**src/rtl/pc_sequencer.sv**
```systemverilog
// Program counter sequencer for the single-cycle MIPS core: next-PC selection, redirect
// pending latch across stalls, EPC and handler flag. Optional macro PC_RANGE_CHECK_EN traps out-of-range PCs.
module pc_sequencer #(
  parameter logic [31:0] RESET_PC   = 32'h00003000,
  parameter logic [31:0] EXC_VECTOR = 32'h00004180
) (
  input  logic        clk,
  input  logic        reset,
  input  logic        stall,
  input  logic        br_taken,
  input  logic [15:0] br_offset,
  input  logic        j_en,
  input  logic [25:0] j_index,
  input  logic        jr_en,
  input  logic [31:0] jr_target,
  input  logic        exc_req,
  input  logic        eret,
  output logic [31:0] pc,
  output logic [31:0] pc_plus4,
  output logic [31:0] epc,
  output logic        in_exc,
  output logic        addr_err
);

`ifdef PC_RANGE_CHECK_EN
  localparam logic [31:0] PC_LO = 32'h00003000;
  localparam logic [31:0] PC_HI = 32'h00006FFC;
`endif

  logic [31:0] pc_q, pc_d;
  logic [31:0] epc_q, epc_d;
  logic        in_exc_q, in_exc_d;
  logic        addr_err_q, addr_err_d;
  logic        pend_vld_q, pend_vld_d;
  logic [31:0] pend_tgt_q, pend_tgt_d;

  logic signed [31:0] br_disp;
  logic [31:0]        br_tgt, j_tgt, redir_tgt;
  logic               redir_vld, misalign, redir_ok;
  logic [31:0]        norm_pc;
  logic               norm_pend_vld, norm_in_exc, range_bad, take_exc;
  logic [31:0]        norm_pend_tgt;

  assign pc_plus4 = pc_q + 32'd4;
  assign br_disp  = {{14{br_offset[15]}}, br_offset, 2'b00};
  assign br_tgt   = pc_plus4 + $unsigned(br_disp);
  assign j_tgt    = {pc_plus4[31:28], j_index, 2'b00};

  assign redir_vld = jr_en | j_en | br_taken;
  assign redir_tgt = jr_en ? jr_target : (j_en ? j_tgt : br_tgt);
  assign misalign  = redir_vld & (redir_tgt[1:0] != 2'b00);
  // A misaligned target is never followed; inside the handler it is simply dropped.
  assign redir_ok  = redir_vld & ~misalign;

  always_comb begin
    norm_pc       = pc_q;
    norm_pend_vld = pend_vld_q;
    norm_pend_tgt = pend_tgt_q;
    norm_in_exc   = in_exc_q;
    if (eret && in_exc_q) begin
      norm_pc       = epc_q;
      norm_in_exc   = 1'b0;
      norm_pend_vld = 1'b0;
    end else if (stall) begin
      if (redir_ok) begin
        norm_pend_vld = 1'b1;
        norm_pend_tgt = redir_tgt;
      end
    end else if (redir_ok) begin
      norm_pc       = redir_tgt;
      norm_pend_vld = 1'b0;
    end else if (pend_vld_q) begin
      norm_pc       = pend_tgt_q;
      norm_pend_vld = 1'b0;
    end else begin
      norm_pc = pc_plus4;
    end
  end

`ifdef PC_RANGE_CHECK_EN
  assign range_bad = ~in_exc_q & ((norm_pc < PC_LO) | (norm_pc > PC_HI));
`else
  assign range_bad = 1'b0;
`endif

  assign take_exc = ~in_exc_q & (exc_req | misalign | range_bad);

  always_comb begin
    pc_d       = norm_pc;
    epc_d      = epc_q;
    in_exc_d   = norm_in_exc;
    pend_vld_d = norm_pend_vld;
    pend_tgt_d = norm_pend_tgt;
    addr_err_d = misalign | range_bad;
    if (take_exc) begin
      pc_d       = EXC_VECTOR;
      epc_d      = pc_q;
      in_exc_d   = 1'b1;
      pend_vld_d = 1'b0;
    end
  end

  always_ff @(posedge clk) begin
    if (reset) begin
      pc_q       <= RESET_PC;
      epc_q      <= 32'd0;
      in_exc_q   <= 1'b0;
      addr_err_q <= 1'b0;
      pend_vld_q <= 1'b0;
    end else begin
      pc_q       <= pc_d;
      epc_q      <= epc_d;
      in_exc_q   <= in_exc_d;
      addr_err_q <= addr_err_d;
      pend_vld_q <= pend_vld_d;
    end
    pend_tgt_q <= pend_tgt_d;
  end

  assign pc       = pc_q;
  assign epc      = epc_q;
  assign in_exc   = in_exc_q;
  assign addr_err = addr_err_q;

endmodule

```
**config.mk**
```make
export PLATFORM = sky130hd
export DESIGN_NAME = pc_sequencer
export DESIGN_NICKNAME = d
export VERILOG_FILES = /design/src/rtl/pc_sequencer.sv
export SDC_FILE = /design/constraint.sdc
export NUM_CORES = 1
export LEC_CHECK = 0
export ABC_AREA = 1
export BUFFER_PORTS_ARGS = -buffer_cell sky130_fd_sc_hd__buf_2
export CORE_AREA = 3 3 93 184
export DETAILED_ROUTE_END_ITERATION = 12
export DIE_AREA = 0 0 96 187
export GPL_TIMING_DRIVEN = 0
export PLACE_DENSITY = 0.85
export SYNTH_ARGS = -nofsm -noshare
export SYNTH_HDL_FRONTEND = slang
export SYNTH_SLANG_ARGS = --single-unit
```
**constraint.sdc**
```tcl
create_clock -name clk -period 2.9 [get_ports clk]
set_input_delay 0.145 -clock clk [delete_from_list [all_inputs] [get_ports clk]]
set_output_delay 0.145 -clock clk [all_outputs]
set_load 0.02 [all_outputs]
```
==> qor.yml <==
sta:
  fin_worst_skew_ns: 0.0128
  fmax_ghz: 0.288
  slew_violations: 0
  rsz0062_at_grt: "yes"
  setup_viol: 45
  min_period_ns: 3.47
  hold_viol_final: 0
  post-route-period-util_pct: 120
  tns_ns: -13.71
  slew_headroom_pct: 38.6
  worst_slack_ns: -0.570
  worstMarginPinSlew_ns: 0.918
worst_setup_path:
  cp-start-kind: "flop"
  critPathMaxFanout: 4
  cp.required_ns: 3.15
  reg2reg_depth: 23
  critPathArrivalTime_ns: 3.72
  startpoint: "pc[2]$_SDFFE_PP0P_"
  worstReg2RegEnd: "pc[27]$_SDFFE_PP0P_"
  r2r_start: "pc[2]$_SDFFE_PP0P_"
  crit_path_end: "pc[27]$_SDFFE_PP0P_"
  regToRegSetupSlack_ns: -0.57
  critPathCaptureType: "flop"
  critPathKind: "reg -> reg"
power_and_ir_drop:
  p_seq_share_pct: 34.2
  power.density_nw_per_um2: 432
  power.internal_uw: 2920
  swShare_pct: 40.6
  leakage_uw: 0.00569
  p_comb_share_pct: 41.5
  clockPowerShare_pct: 24.2
  vdd_drop_max_uv: 292
  p_total_uw: 4920
  p_switching_uw: 2000
route:
  drt_iter0_markers: 676
  ant_nets: 0
  drc_errors: 0
  first_pass_iters: 5
  wl_um: 33800
  post_drt_wl_per_cell_um: 19.6
  route.vias.total: 9890
  drt-vias-per-instance: 5.75
yosys:
  yosysMostFrequentCell: "nand2_1"
  yosys-top-cells-area: "nand2_1 (22%), dfxtp_1 (17%), edfxtp_1 (12%)"
  synth_ff_type: "dfxtp_1"
  synth.avg_cell_area_um2: 6.28
  synth-async-reset-ratio_pct: 0
  yosys-top-cells-count: "nand2_1 (455), inv_1 (133), nor2_1 (127)"
  ys_warn_count: 0
  ys_seq_area_share_pct: 29.2
  synth-seq-cells: 99
  synth_top_area_cell: "nand2_1"
  ys_types: 54
  netlist.area_leader.share_pct: 21.6
  synth_area_um2: 7890
  synthCells: 1257
  synth_nets: 1376
  synth_edf_count: 32
clock_tree:
  htree_levels: 3
  clockBufferDepth: 2
  cts_sinks: 99
  cts-root-buf: "clkbuf_16"
  cts_buffers: 9
  cts_hold_buf: 0
  clk_latency_ns: 0.36
  clk_pin_slew_ns: 0.07
  cts_tree: "built"
global_routing:
  antenna_found_initial: 0
  grt_pass1_vias: 9691
  grt_pass1_wl_um: 49100
  grt_max_degree: 33
  grt_usage_pct: 36.0
  grt-ovfl-total: 0
die:
  pin_count: 180
  die_w_um: 96
  die-height_um: 187
  core_area_um2: 15900
  fp-row-count: 65
  start_util_pct: 49.7
  die_area_um2: 18000
placement:
  place_ws_ns: -0.984
  gp_congestion: 1.03
  post-dp-hpwl_um: 25000
  dpl.cell_count: 1636
  portBuffers: 178
cells_and_area:
  final_cells: 1719
  regArea_um2: 2350
  fillerInstances: 1274
  finish.utilization_pct: 71.9
  syn_to_final_growth_pct: 44.6
  multiInputGateArea_um2: 6280
  diodes: 0
  drive_gt1_share_pct: 39.0
  finalNetCount: 1632
run_status:
  violations: "negative setup slack"
  status: "finished, violations left"
flow_run:
  drv_cap: 0
min_path:
  hold_path.class: "in -> reg"
## sequential cells by signal, summed over array words and instances (netlist names), named ones only
| name | flops |
|---|---|
| addr_err | 1 |
| pend_tgt_q | 32 |
| epc | 32 |
| in_exc | 1 |
| pc | 30 |
| pend_vld_q | 1 |
## area by class of cell
| cell class | count | share of cell area, % |
|---|---|---|
| inverters | 142 | 4.72 |
| well taps | 201 | 2.20 |
| clock buffers | 10 | 2.19 |
| flip-flops and latches | 99 | 20.6 |
| clock inverters | 6 | 0.329 |
| repair buffers | 245 | 12.9 |
| multi-input cells | 974 | 55.0 |
| plain buffers | 42 | 1.99 |
## timing repair
item	4_1_cts	5_1_grt
hold endpoints to repair	0	0
setup buffers	51	24
setup endpoints to repair	45	51
pin swaps	48	79
gates resized for setup	198	159
## power groups by stage
stage          combinational [uW]  clock, uW  sequential (uW)
6_report                     2050       1190             1680
3_3_place_gp                 1520          0             1700
4_1_cts                      1800       1170             1670
5_1_grt                      2200       1240             1690
3_5_place_dp                 1540          0             1700
2_1_floorplan                 924          0             1780
## kinds of logic after synthesis
family	synth area share [%]
AND/OR/NAND/NOR	36.4
XOR/XNOR	3.77
buffers and inverters	9.66
AO/OA/AOI/OAI	15.1
adder cells (fa/ha/maj)	5.96
flip-flops	29.2
## placed cells by master (no fill, tap or decap), types with 9 or more instances in the layout
| cell | instances |
|---|---|
| a21oi_1 | 66 |
| a21oi_2 | 22 |
| buf_2 | 189 |
| buf_4 | 56 |
| buf_6 | 23 |
| clkbuf_1 | 17 |
| clkbuf_16 | 10 |
| dfxtp_1 | 45 |
| dfxtp_2 | 12 |
| dfxtp_4 | 10 |
| edfxtp_1 | 32 |
| ha_1 | 18 |
| ha_4 | 18 |
| inv_1 | 111 |
| inv_2 | 28 |
| nand2_1 | 381 |
| nand2_2 | 56 |
| nand2_4 | 21 |
| nand3_1 | 40 |
| nand3_2 | 22 |
| nor2_1 | 91 |
| nor2_2 | 16 |
| nor2_4 | 28 |
| o21ai_0 | 64 |
| o21ai_1 | 11 |
| xor2_1 | 9 |
| xor2_2 | 9 |
## layer usage
layer | share of wire (%) | GRT usage [%] | vias up | wire length [um]
met2 | 51 | 62.7 | 626 | 17100
met4 | 11 | 32.5 | 0 | 3610
met3 | 6.8 | 3.42 | 228 | 2310
li1 | - | - | 4530 | -
met1 | 32 | 35.8 | 4506 | 10700
met5 | 0 | 0 | - | 0
## per-stage QoR
| stage | cell area (um2) | hold WS (ns) |
|---|---|---|
| after floorplan | 8050 | 0.214 |
| after global placement | 9190 | 0.405 |
| after detailed placement | 9190 | 0.408 |
| after CTS | 10700 | 0.0425 |
| after global routing | 11400 | 0.0435 |
| final | 11400 | 0.0393 |
## critical path: stages (launching register included)
cell and delay [ns]:
dfxtp_4 0.37, ha_4 0.15, nand2_4 0.06, nor3_4 0.33
nand4_1 0.28, buf_6 0.21, nor2_4 0.16, xnor2_2 0.17
inv_2 0.10, ha_4 0.36, nand2_8 0.08, nor2_4 0.12
buf_6 0.12, inv_1 0.04, o21bai_1 0.14, nor2_1 0.08
nand3_1 0.13, nand3_4 0.11, nand2_2 0.08, nand2_2 0.05
nand2_1 0.07, nand2_1 0.05, nand2_1 0.06, nand2_1 0.05
## how the worst min path moves through the flow
stage | startpoint | depth (start not counted) | endpoint
2_1_floorplan | reset | 1 | epc[12]$_SDFFE_PP0P_
3_3_place_gp | reset | 2 | epc[13]$_SDFFE_PP0P_
3_5_place_dp | reset | 2 | epc[13]$_SDFFE_PP0P_
4_1_cts | reset | 2 | epc[13]$_SDFFE_PP0P_
5_1_grt | reset | 2 | epc[13]$_SDFFE_PP0P_
6_report | reset | 2 | epc[13]$_SDFFE_PP0P_
Power figures use the tool's default switching activity.
